`src/rtl/md_ctrl_pkg.sv`:
```
// Shared types and defaults for the multdiv issue controller.
// Pure declarations; no logic, no latency, no backpressure.
package md_ctrl_pkg;

    typedef enum logic [1:0] {
        ST_IDLE  = 2'd0,
        ST_START = 2'd1,
        ST_BUSY  = 2'd2,
        ST_DONE  = 2'd3
    } md_state_t;

    typedef enum logic {
        OP_MUL = 1'b0,
        OP_DIV = 1'b1
    } md_op_t;

    localparam int EXC_REG_DEF      = 30;
    localparam int MUL_EXC_CODE_DEF = 4;
    localparam int DIV_EXC_CODE_DEF = 5;

endpackage

```
`src/rtl/md_timeout_counter.sv`:
```
// 6-bit saturating BUSY-cycle counter; o_hit marks the LIMIT-th counted cycle.
// Latency: count updates one cycle after i_en; o_hit is combinational from the count.
// Backpressure: none; i_clr has priority over i_en.
module md_timeout_counter #(
    parameter int LIMIT = 40
) (
    input  logic i_clk,
    input  logic i_reset,
    input  logic i_clr,
    input  logic i_en,
    output logic o_hit
);
    logic [5:0] r_cnt;

    always_ff @(posedge i_clk) begin
        if (i_reset || i_clr) begin
            r_cnt <= '0;
        end else if (i_en && (r_cnt != 6'h3f)) begin
            r_cnt <= r_cnt + 6'd1;
        end
    end

    // Count is LIMIT-1 during the LIMIT-th enabled cycle, so the FSM can leave on that edge.
    assign o_hit = i_en && (r_cnt == 6'(LIMIT - 1));

endmodule

```
`src/rtl/md_issue_ctrl.sv`:
```
// Issue/interlock stage in front of the multdiv unit; optional watchdog under MD_TIMEOUT_EN.
// Latency: accept at T, start pulse at T+1, writeback one cycle after md_resultRDY.
// Backpressure: stall holds the pipeline from acceptance until the DONE cycle.
module md_issue_ctrl
    import md_ctrl_pkg::*;
#(
    parameter int WIDTH          = 32,
    parameter int REG_W          = 5,
    parameter int EXC_REG        = EXC_REG_DEF,
    parameter int MUL_EXC_CODE   = MUL_EXC_CODE_DEF,
    parameter int DIV_EXC_CODE   = DIV_EXC_CODE_DEF,
    parameter int TIMEOUT_CYCLES = 40
) (
    input  logic             i_clk,
    input  logic             i_reset,
    input  logic             i_ex_valid,
    input  logic             i_ex_is_mul,
    input  logic             i_ex_is_div,
    input  logic [WIDTH-1:0] i_ex_opA,
    input  logic [WIDTH-1:0] i_ex_opB,
    input  logic [REG_W-1:0] i_ex_rd,
    output logic [WIDTH-1:0] o_md_operandA,
    output logic [WIDTH-1:0] o_md_operandB,
    output logic             o_md_ctrl_MULT,
    output logic             o_md_ctrl_DIV,
    input  logic [WIDTH-1:0] i_md_result,
    input  logic             i_md_exception,
    input  logic             i_md_resultRDY,
    output logic             o_stall,
    output logic             o_wb_valid,
    output logic [REG_W-1:0] o_wb_rd,
    output logic [WIDTH-1:0] o_wb_data
);
    md_state_t        r_state;
    md_op_t           r_op;
    logic [WIDTH-1:0] r_opA;
    logic [WIDTH-1:0] r_opB;
    logic [REG_W-1:0] r_rd;
    logic             r_ctrl_mult;
    logic             r_ctrl_div;
    logic             r_wb_valid;
    logic [REG_W-1:0] r_wb_rd;
    logic [WIDTH-1:0] r_wb_data;

    logic             w_is_md;
    logic             w_accept;
    logic             w_timeout;
    logic             w_finish;
    logic             w_exc;
    logic [WIDTH-1:0] w_exc_code;

    assign w_is_md  = i_ex_valid && (i_ex_is_mul || i_ex_is_div);
    assign w_accept = (r_state == ST_IDLE) && w_is_md;

`ifdef MD_TIMEOUT_EN
    md_timeout_counter #(
        .LIMIT (TIMEOUT_CYCLES)
    ) u_timeout (
        .i_clk   (i_clk),
        .i_reset (i_reset),
        .i_clr   (w_accept),
        .i_en    (r_state == ST_BUSY),
        .o_hit   (w_timeout)
    );
`else
    assign w_timeout = 1'b0;
`endif

    // A real RDY always wins over a coincident watchdog hit.
    assign w_finish   = i_md_resultRDY || w_timeout;
    assign w_exc      = i_md_resultRDY ? i_md_exception : 1'b1;
    assign w_exc_code = (r_op == OP_MUL) ? WIDTH'(MUL_EXC_CODE) : WIDTH'(DIV_EXC_CODE);

    always_ff @(posedge i_clk) begin
        if (i_reset) begin
            r_state     <= ST_IDLE;
            r_op        <= OP_MUL;
            r_opA       <= '0;
            r_opB       <= '0;
            r_rd        <= '0;
            r_ctrl_mult <= 1'b0;
            r_ctrl_div  <= 1'b0;
            r_wb_valid  <= 1'b0;
            r_wb_rd     <= '0;
            r_wb_data   <= '0;
        end else begin
            r_ctrl_mult <= 1'b0;
            r_ctrl_div  <= 1'b0;
            r_wb_valid  <= 1'b0;
            r_wb_rd     <= '0;
            r_wb_data   <= '0;
            case (r_state)
                ST_IDLE: begin
                    if (w_is_md) begin
                        r_opA       <= i_ex_opA;
                        r_opB       <= i_ex_opB;
                        r_rd        <= i_ex_rd;
                        r_op        <= i_ex_is_mul ? OP_MUL : OP_DIV;
                        r_ctrl_mult <= i_ex_is_mul;
                        r_ctrl_div  <= !i_ex_is_mul;
                        r_state     <= ST_START;
                    end
                end
                ST_START: begin
                    r_state <= ST_BUSY;
                end
                ST_BUSY: begin
                    if (w_finish) begin
                        r_wb_valid <= w_exc || (r_rd != '0);
                        r_wb_rd    <= w_exc ? REG_W'(EXC_REG) : r_rd;
                        r_wb_data  <= w_exc ? w_exc_code : i_md_result;
                        r_state    <= ST_DONE;
                    end
                end
                default: begin
                    r_opA   <= '0;
                    r_opB   <= '0;
                    r_rd    <= '0;
                    r_state <= ST_IDLE;
                end
            endcase
        end
    end

    assign o_stall        = w_accept || (r_state == ST_START) || (r_state == ST_BUSY);
    assign o_md_operandA  = r_opA;
    assign o_md_operandB  = r_opB;
    assign o_md_ctrl_MULT = r_ctrl_mult;
    assign o_md_ctrl_DIV  = r_ctrl_div;
    assign o_wb_valid     = r_wb_valid;
    assign o_wb_rd        = r_wb_rd;
    assign o_wb_data      = r_wb_data;

endmodule
```
`config.mk`:
```
export PLATFORM = sky130hd
export DESIGN_NAME = md_issue_ctrl
export DESIGN_NICKNAME = d
export VERILOG_FILES = /design/src/rtl/md_ctrl_pkg.sv /design/src/rtl/md_timeout_counter.sv /design/src/rtl/md_issue_ctrl.sv
export SDC_FILE = /design/constraint.sdc
export NUM_CORES = 1
export LEC_CHECK = 0
export ABC_AREA = 1
export CAP_MARGIN = 20
export CELL_PAD_IN_SITES_DETAIL_PLACEMENT = 2
export CELL_PAD_IN_SITES_GLOBAL_PLACEMENT = 2
export CORE_ASPECT_RATIO = 1.4
export CORE_UTILIZATION = 21
export CTS_BUF_LIST = sky130_fd_sc_hd__clkbuf_16
export CTS_CLUSTER_SIZE = 28
export DETAILED_ROUTE_END_ITERATION = 8
export GPL_ROUTABILITY_DRIVEN = 0
export PLACE_DENSITY = 0.85
export SLEW_MARGIN = 10
export SYNTH_ARGS = -nofsm -noshare
export SYNTH_HDL_FRONTEND = slang
export SYNTH_HIERARCHICAL = 1
export SYNTH_SLANG_ARGS = --single-unit
```
`constraint.sdc`:
```
create_clock -name i_clk -period 1.75 [get_ports i_clk]
set_clock_uncertainty 0.05 [all_clocks]
set_input_delay 0.35 -clock i_clk [delete_from_list [all_inputs] [get_ports i_clk]]
set_output_delay 0.35 -clock i_clk [all_outputs]
set_load 0.05 [all_outputs]
```
==> results of run 1 <==
[placed cells by master (no fill, tap or decap), drive strengths merged]
cell type and n:
ha 3, buf 129, dfxtp 112, a21oi 72, diode 2, nor2 37
nor4 1, clkinvlp 1, inv 48, o21ai 9, nand4 69, nand2 80
dlygate4sd2 3, clkinv 3, clkdlybuf4s50 103, clkbuf 9, nand3 4
[final timing paths]
check	from	end	cells after the start	slack (ns)
worst min register to register	o_md_operandA[17]	o_md_operandA[17]	2	0.41
worst min-delay path	i_reset	r_op	4	0.36
worst max register to register	r_state[1]	o_md_operandB[22]	6	0.27
worst max-delay path	r_state[1]	o_stall	5	0.07
[critical path: cells and delay by family (launching register included)]
family        cells  cell delay, ns
fa+ha+maj         1            0.18
buf+inv           2            0.20
flops             1            0.38
simple gates      2            0.17
[routing by layer]
metal  global-route usage (%)  part of all wire, %  up-vias  wire length [um]
met2                     28.8                   53      131              8110
met1                     15.9                   38     1994              5830
met4                     7.88                  3.3        2               495
met5                        0                0.086        -                13
met3                     3.08                  4.7       28               714
li1                         -                    -     1984                 -
[report_power, final]
group | internal (W) | leakage (nW) | switching, W
sequential | 0.00294 | 0.910 | 0.000226
clock | 0.000987 | 0.138 | 0.00104
combinational | 0.00168 | 1.73 | 0.00329
[cells by family (layout without fill, tap and decap cells)]
| kind of cell | Yosys count | after routing |
|---|---|---|
| AND/OR/NAND/NOR | 191 | 191 |
| adder cells (fa/ha/maj) | 3 | 3 |
| other | 0 | 2 |
| buffers and inverters | 85 | 296 |
| AO/OA/AOI/OAI | 81 | 81 |
| flip-flops | 112 | 112 |
[stage by stage]
step | area [um^2] | utilization [%] | TNS (ns) | setup slack (ns)
after floorplan | 4080 | - | 0 | 0.209
after global placement | 6280 | 32.8 | -0.278 | -0.0873
after detailed placement | 6280 | 32.8 | -4.09 | -0.134
after CTS | 6590 | 34.4 | 0 | 0.00490
after global routing | 6610 | 34.5 | -0.0000193 | -0.0000193
final | 6610 | 34.5 | 0 | 0.0711
[sequential cells by signal, summed over array words and instances, names as in the netlist]
register	cells
o_md_operandA	32
o_md_operandB	32
o_wb_data	32
o_wb_rd	5
r_rd	5
r_state	2
o_md_ctrl_DIV	1
o_md_ctrl_MULT	1
o_wb_valid	1
r_op	1
[layout make-up]
| type | count | area, um^2 |
|---|---|---|
| fillers | 2125 | 12500 |
| flip-flops and latches | 112 | 2250 |
| repair buffers | 235 | 2120 |
| multi-input cells | 275 | 1480 |
| well taps | 248 | 310 |
| clock buffers | 9 | 225 |
| inverters | 45 | 169 |
| clock inverters | 7 | 55.1 |
| diodes | 2 | 5.00 |
[repair_timing]
item,CTS,global route
endpoints found under the setup margin,1,1
resized for setup,11,5
pin swaps,2,1
buffers inserted,1,0
==> results.json, run 1 <==
{
  "outcome": "completed",
  "synth_warnings": 6,
  "die-height_um": 167,
  "yosysSeqAreaShare_pct": 54.9,
  "synth_cell_types": 23,
  "cts_buffers": 9,
  "synth_top_family_by_area": "simple AND/OR/NAND/NOR gates",
  "cts_tree": "done",
  "syn-mean-instance-area_um2": 8.65,
  "wl_per_cell_um": 16.2,
  "holdWs_ns": 0.357,
  "yosys-top-cells-area": "dfxtp_1, nand4_1, a21oi_1",
  "grt_max_degree": 53,
  "setup_viol": 0,
  "async_flop_share_pct": 0,
  "syn_inst": 472,
  "fin_crit_sh_pct": 95.9,
  "synth_flop_cell": "dfxtp_1",
  "final_hold_viol_count": 0,
  "slowest_stage": "dfxtp_4",
  "die_w_um": 120,
  "clock_sinks": 112,
  "final_antenna_net_count": 0,
  "grt_pass1_vias": 4423,
  "rows": 60,
  "cp_slowest_stage_delay_ns": 0.38,
  "syn_nets": 583,
  "leakagePower_nw": 2.78,
  "yosys.area_share.simple_pct": 23.3,
  "synth_area_um2": 4080,
  "fmax_mhz": 596,
  "clock_latency_ns": 0.35,
  "dp_hpwl_um": 11100,
  "synth_top_area_cell": "dfxtp_1",
  "layout-drive-gt1-share_pct": 26.6,
  "muxShareOfSynthArea_pct": 0,
  "cap_violations": 0,
  "syn_to_final_growth_pct": 61.9,
  "wl_um": 15200,
  "ys_ff_latch": 112,
  "portBuffers": 212,
  "gr-usage-all-layers_pct": 15.4,
  "core_um2": 19100,
  "crit_arrival_ns": 1.28,
  "final_cells": 933,
  "drcViolationCount": 0,
  "critical_path_required_ns": 1.35,
  "cts_hold_buf": 0,
  "hold_path.class": "in2reg",
  "synth_edf_count": 0,
  "power_density_nw_per_um2": 1540,
  "synth_compound_area_share_pct": 10.9,
  "cts_root_buffer": "clkbuf_16",
  "initial_core_util_pct": 21.3,
  "fin_nets": 789,
  "dieArea_um2": 20000,
  "post-route-min-period_ns": 1.68,
  "slew_headroom_pct": 62.8,
  "path_clk_slew_ns": 0.08,
  "drt-vias-per-instance": 4.44,
  "dp.cells": 914,
  "dr.first_iter.drc_count": 108,
  "start_kind": "register",
  "firstDrtPassIters": 4,
  "worst-setup-path-type": "reg2out",
  "ir_drop_mv": 0.555,
  "synthMostInstantiatedCell": "dfxtp_1",
  "gr-total-overflow": 0,
  "drv_slew": 0,
  "vias": 4139,
  "clockBufferDepth": 2,
  "synth_top_area_share_pct": 54.9,
  "worst_slew_pin_slew_ns": 0.558,
  "grt_first_pass_wirelength_um": 23800,
  "finalPower_w": 0.0102,
  "synthXorXnorAreaFrac_pct": 0,
  "cp_max_fo": 3,
  "synthAdderAreaFrac_pct": 0.919,
  "worstSetupEndpointType": "output pin",
  "synth.top_cells.by_count": "dfxtp_1, nand4_1, nand2_1",
  "htree_levels": 3,
  "antenna_found_initial": 3,
  "ioPinCount": 213,
  "path_cells": "inv_2 > ha_1 > nor2_2 > nand2_2 > buf_12"
}
Power figures use the tool's default switching activity.
==> run 2, diff against run 1 <==
- CTS_BUF_LIST: sky130_fd_sc_hd__clkbuf_16 -> default
==> results of run 2 <==
Final layout, timing and power as in run 1 (identical DEF).
